File: src/rtl/instr_sequencer_pkg.sv
// Shared state encoding and widths for the instruction sequencer.
// Supplies a 32-bit default for `BLOCK_INSTR_WIDTH when the block header has not defined it.
`ifndef BLOCK_INSTR_WIDTH
`define BLOCK_INSTR_WIDTH 32
`endif

package instr_sequencer_pkg;

  typedef enum logic [1:0] {
    IDLE   = 2'd0,
    FETCH  = 2'd1,
    ISSUE  = 2'd2,
    FINISH = 2'd3
  } seq_state_t;

  localparam int INSTR_SEQ_INSTR_W = `BLOCK_INSTR_WIDTH;
  localparam int INSTR_SEQ_STATE_W = 2;

endpackage

File: src/rtl/instr_sequencer_skid.sv
// One-entry skid buffer between the instruction RAM read port and the decoder.
// RAM data passes straight through and is parked here when the decoder stalls.
module instr_skid_reg #(
  parameter int DATA_W = 32,
  parameter int PC_W   = 6
) (
  input  logic              clk,
  input  logic              reset,
  input  logic              in_vld_i,
  input  logic [DATA_W-1:0] in_data_i,
  input  logic [PC_W-1:0]   in_pc_i,
  input  logic              out_rdy_i,
  output logic              out_vld_o,
  output logic [DATA_W-1:0] out_data_o,
  output logic [PC_W-1:0]   out_pc_o,
  output logic              full_d_o
);

  logic              skid_vld_q;
  logic              skid_vld_d;
  logic              load;
  logic [DATA_W-1:0] skid_data_q;
  logic [PC_W-1:0]   skid_pc_q;

  // A parked word always goes out before the word arriving from the RAM.
  assign skid_vld_d = skid_vld_q ? (in_vld_i | ~out_rdy_i) : (in_vld_i & ~out_rdy_i);
  assign load       = in_vld_i & skid_vld_d;
  assign full_d_o   = skid_vld_d;
  assign out_vld_o  = skid_vld_q | in_vld_i;

  always_comb begin
    out_data_o = '0;
    out_pc_o   = '0;
    if (skid_vld_q) begin
      out_data_o = skid_data_q;
      out_pc_o   = skid_pc_q;
    end else if (in_vld_i) begin
      out_data_o = in_data_i;
      out_pc_o   = in_pc_i;
    end
  end

  always_ff @(posedge clk or posedge reset) begin
    if (reset) skid_vld_q <= 1'b0;
    else       skid_vld_q <= skid_vld_d;
  end

  always_ff @(posedge clk) begin
    if (load) begin
      skid_data_q <= in_data_i;
      skid_pc_q   <= in_pc_i;
    end
  end

endmodule

File: src/rtl/instr_sequencer.sv
// Runs one pass over the instruction store per sample_tick, issuing words to the decoder.
// Define INSTR_SEQ_OVERRUN_EN to add the sticky overrun flag for ticks arriving mid-pass.
module instr_sequencer
  import instr_sequencer_pkg::*;
#(
  parameter  int n_instrs = 64,
  localparam int pc_width = $clog2(n_instrs)
) (
  input  logic                          clk,
  input  logic                          reset,
  input  logic                          sample_tick,
  input  logic [pc_width:0]             instr_count,
  output logic [pc_width-1:0]           instr_rd_addr,
  input  logic [`BLOCK_INSTR_WIDTH-1:0] instr_rd_data,
  output logic [`BLOCK_INSTR_WIDTH-1:0] instr_out,
  output logic                          instr_valid,
  input  logic                          instr_ready,
  output logic [pc_width-1:0]           pc_out,
  output logic                          busy,
  output logic                          done
`ifdef INSTR_SEQ_OVERRUN_EN
  ,
  output logic                          overrun
`endif
);

  localparam logic [pc_width:0] CNT_MAX = (pc_width+1)'(n_instrs);

  seq_state_t          state_q;
  logic                busy_q;
  logic                done_q;
  logic                pend_q;
  logic [pc_width-1:0] rd_addr_q;
  logic [pc_width-1:0] last_q;
  logic [pc_width-1:0] pend_pc_q;
  logic [pc_width:0]   cnt_clamped;
  logic                skid_full_d;
  logic                issue;
  logic                accept;
  logic                last_xfer;

  assign cnt_clamped = (instr_count > CNT_MAX) ? CNT_MAX : instr_count;
  assign accept      = instr_valid & instr_ready;
  // Only read when the word returning next cycle is guaranteed a place to land.
  assign issue       = (state_q == FETCH) & ~skid_full_d;
  assign last_xfer   = (state_q == ISSUE) & accept & ~skid_full_d;

  assign instr_rd_addr = rd_addr_q;
  assign busy          = busy_q;
  assign done          = done_q;

  instr_skid_reg #(
    .DATA_W (`BLOCK_INSTR_WIDTH),
    .PC_W   (pc_width)
  ) u_skid (
    .clk        (clk),
    .reset      (reset),
    .in_vld_i   (pend_q),
    .in_data_i  (instr_rd_data),
    .in_pc_i    (pend_pc_q),
    .out_rdy_i  (instr_ready),
    .out_vld_o  (instr_valid),
    .out_data_o (instr_out),
    .out_pc_o   (pc_out),
    .full_d_o   (skid_full_d)
  );

  always_ff @(posedge clk or posedge reset) begin
    if (reset) begin
      state_q   <= IDLE;
      busy_q    <= 1'b0;
      done_q    <= 1'b0;
      pend_q    <= 1'b0;
      rd_addr_q <= '0;
      last_q    <= '0;
      pend_pc_q <= '0;
    end else begin
      done_q <= 1'b0;
      pend_q <= issue;
      if (issue) pend_pc_q <= rd_addr_q;
      case (state_q)
        IDLE, FINISH: begin
          rd_addr_q <= '0;
          if (!sample_tick) begin
            state_q <= IDLE;
          end else if (cnt_clamped == '0) begin
            state_q <= FINISH;
            done_q  <= 1'b1;
          end else begin
            state_q <= FETCH;
            busy_q  <= 1'b1;
            last_q  <= pc_width'(cnt_clamped - 1'b1);
          end
        end
        FETCH: begin
          if (issue) begin
            if (rd_addr_q == last_q) state_q   <= ISSUE;
            else                     rd_addr_q <= rd_addr_q + 1'b1;
          end
        end
        ISSUE: begin
          if (last_xfer) begin
            state_q   <= FINISH;
            done_q    <= 1'b1;
            busy_q    <= 1'b0;
            rd_addr_q <= '0;
          end
        end
        default: state_q <= IDLE;
      endcase
    end
  end

`ifdef INSTR_SEQ_OVERRUN_EN
  logic overrun_q;

  always_ff @(posedge clk or posedge reset) begin
    if (reset)                     overrun_q <= 1'b0;
    else if (sample_tick && busy_q) overrun_q <= 1'b1;
  end

  assign overrun = overrun_q;
`endif

endmodule

File: config.mk
export PLATFORM = sky130hd
export DESIGN_NAME = instr_sequencer
export DESIGN_NICKNAME = d
export VERILOG_FILES = /design/src/rtl/instr_sequencer_pkg.sv /design/src/rtl/instr_sequencer_skid.sv /design/src/rtl/instr_sequencer.sv
export SDC_FILE = /design/constraint.sdc
export NUM_CORES = 1
export LEC_CHECK = 0
export CORE_ASPECT_RATIO = 2
export CORE_MARGIN = 4
export CORE_UTILIZATION = 50
export CTS_CLUSTER_DIAMETER = 150
export DETAILED_ROUTE_END_ITERATION = 8
export PLACE_DENSITY = 0.85
export SLEW_MARGIN = 25
export SYNTH_ARGS = -nofsm -noshare
export SYNTH_HDL_FRONTEND = slang
export SYNTH_SLANG_ARGS = --single-unit
File: constraint.sdc
create_clock -name clk -period 3.8 [get_ports clk]
set_input_delay 0.38 -clock clk [delete_from_list [all_inputs] [get_ports clk]]
set_output_delay 0.38 -clock clk [all_outputs]
set_load 0.03 [all_outputs]
==> impl_results.md <==
- Synth area leader: edfxtp_1
- Met3 Track Usage GR: 0.0524
- Slew headroom: 0.391
- Die Wd: between 60 and 70 µm
- Post-CTS Hold Buffers: 0
- Nets: 372
- Setup ws final: around 950 ps
- Register bit total from synthesis: 62
- Initial Util: 0.510
- Fin Clk Skew: 3.99 ps
- GR Util All Layers: 0.214
- Max Slew Vio Count: 0
- Postcts setup bufs: 0
- Most common cell after layout, fill and taps aside: clkdlybuf4s50_1
- Worst-Skew Late Latency: 320 ps
- Period minus WS final: 2850 ps
- Vias per cell: 5.72
- Antenna Violating Nets Remaining: 0
- Vias in the first global route: 2252
- Peak supply drop: approximately 0.78 mV
- R2R cell count: 4
- Crit path DAT: 2470 ps
- Fraction of layout cells with a size suffix above 1: 0.0939
- Crit Reg-Reg Endpoint: state_q[1]$_DFFE_PP0P_
- Clock root buffer master: clkbuf_16
- Post-CTS resize count: 0
- Critical R2R Launch: u_skid.skid_vld_q$_DFF_PP0_
- GRT met2 Usage: 0.382
- Routed WL: around 7200 µm
- Worst R2R Setup Slack: 1570 ps
- # DRC: 0
- Worst EP required: 3420 ps
- Detailed Routing Iterations Pass 1: 4
- Cell Pwr Density: 831 nW/µm²
- Tcrit/Tclk final: 0.751
- Tightest Pin Transition: 908 ps
- Sequential area share after synthesis: 0.598
- Setup tns final: 0 ps
- Met1 Track Usage GR: 0.209
- Yosys warns: 0
- Cell count after synthesis: 234
- Site Rows: 39
- Deepest clock path buffer count: 2
- Core Region: 5710 µm²
- Setup WS pre-CTS: roughly 1300 ps
- Fin. Hold Viols: 0
- CTS clk-pin slew, worst paths: roughly 50 ps
- Achievable frequency: 0.350 GHz
- RD Place Congestion: 0.746
- Unrepaired setup endpoints after global routing: false
- Port-buffer cells: 89
- Initial antenna violation count: 0
- Maximum Capacitance Violations: 0
- H-tree Lvls: 3
- Final setup fails: 0
- # diodes: 0
- Grt ovf: 0
- CP Launch Type: flop
- Grt peak-use layer: met2
- Layout Area Growth over Synthesis: 42.1%
- Die area: 7180 µm²
- Commonest non-fill, non-tap cells in the layout: clkdlybuf4s50_1 (89), edfxtp_1 (38), a22o_1 (31)
- Largest net degree at the start of global routing: 39
- Mapped Area: 2910 µm²
- Worst hold-check path type: input port to async pin
- P_leak: 1.60 nW
- Avg Cell Area, Syn: between 10 and 15 µm²
- HPWL Detailed: 5210 µm
- Mapped Nets: 281
- Die height: 116 µm
- Outcome: finished clean
- Yosys cell types: 45
- First-pass GRT wire length: ~11000 µm
- CP max FO: 27
- Sink Count: 62
- Routed len/inst: 18.4 µm
- Vias: 2238
- Iteration-0 DRC Markers: 87
- Worst Setup End Kind: output pin
- CTS buffer count: 9
- I/O pin total: 90
- Synth area leaders: edfxtp_1 (39%), dfrtp_1 (21%), a22o_1 (9.3%)
- CTS tree: built
- Synth top area share: 0.392
- Crit path kind: flop to output pin
## per-layer routing
layer  vias up  wire length [µm]
li1       1075                 -
met1      1068              2400
met2        79              4100
met3        16               448
met4         0               235
met5         -                 0
## cell families (layout without fill, tap and decap cells)
kind of cell | after synthesis | in the layout | synth area share
compound gates | 73 | 73 | 0.196
xor+xnor | 10 | 10 | 0.0301
fa+ha+maj | 4 | 4 | 0.0172
buf+inv | 27 | 123 | 0.0361
flops | 62 | 62 | 0.598
mux | 10 | 10 | 0.0378
simple gates | 48 | 48 | 0.0847
## area by class of cell
class	count	area [µm²]
Inverter	15	56.3
Clock inverter	6	52.6
Sequential cell	62	1740
Timing Repair Buffer	92	913
Clock buffer	10	229
Tap cell	61	76.3
Fill cell	387	1570
Multi-Input combinational cell	145	1070
## through the flow
step | utilization | hold WS, ps | power [mW] | std cells | instance area [µm²]
after floorplan | - | 395 | 2.08 | 234 | 2910
after global placement | 0.675 | 453 | 2.64 | 375 | 3850
after detailed placement | 0.675 | 459 | 2.68 | 375 | 3850
after CTS | 0.725 | 472 | 3.48 | 391 | 4140
after global routing | 0.725 | 494 | 3.62 | 391 | 4140
final | 0.725 | 465 | 3.44 | 391 | 4140
## how the worst max path moves through the flow
stage | to | startpoint | depth (start not counted) | slack [ps]
2_1_floorplan | instr_out[30] | u_skid.skid_vld_q$_DFF_PP0_ | 3 | 1900
3_3_place_gp | instr_out[8] | u_skid.skid_vld_q$_DFF_PP0_ | 3 | 1340
3_5_place_dp | instr_out[8] | u_skid.skid_vld_q$_DFF_PP0_ | 3 | 1320
4_1_cts | instr_out[8] | u_skid.skid_vld_q$_DFF_PP0_ | 3 | 940
5_1_grt | instr_out[4] | u_skid.skid_vld_q$_DFF_PP0_ | 3 | 840
6_report | instr_out[4] | u_skid.skid_vld_q$_DFF_PP0_ | 3 | 950
## cells in the mapped netlist, drive strengths merged
cell and n:
inv 15, a2bb2oi 2, a31oi 4, nor2 7
a22o 31, and3 2, nand2b 2, nor3 1
nand3 3, o31ai 1, xor2 7, o21ai 15
nand3b 1, nor2b 1, or3 1, a311oi 3
o21a 1, dfrtp 24, mux2 8, o21ba 1
nand2 23, xnor2 3, and2 1, ha 4
mux2i 2, a211oi 2, a21boi 1, clkbuf 8
a21oi 4, o41ai 1, or2 2, and3b 1
nor4 2, edfxtp 38, o22ai 3, a21o 1
a2111oi 1, o21bai 1, a211o 1, or4b 1
buf 4
## where the power goes
| part | switching, mW | internal, mW | leakage (nW) | total [mW] |
|---|---|---|---|---|
| sequential | 0.132 | 0.892 | 0.654 | 1.02 |
| combinational | 0.955 | 0.692 | 0.806 | 1.65 |
| clock | 0.269 | 0.498 | 0.141 | 0.768 |
| total | 1.36 | 2.08 | 1.60 | 3.44 |
## state kept, by name, indices dropped and copies added, names as in the netlist
name	cells
done	1
u_skid.skid_vld_q	1
pend_q	1
u_skid.skid_pc_q	6
u_skid.skid_data_q	32
instr_rd_addr	6
pend_pc_q	6
last_q	6
state_q	2
busy	1
## worst max-delay path: stages (launching register included)
cell	delay, ps
dfrtp_1	820
buf_4	410
a22o_1	240
clkdlybuf4s50_1	680
Note: power is estimated with default switching activity, not from simulation.
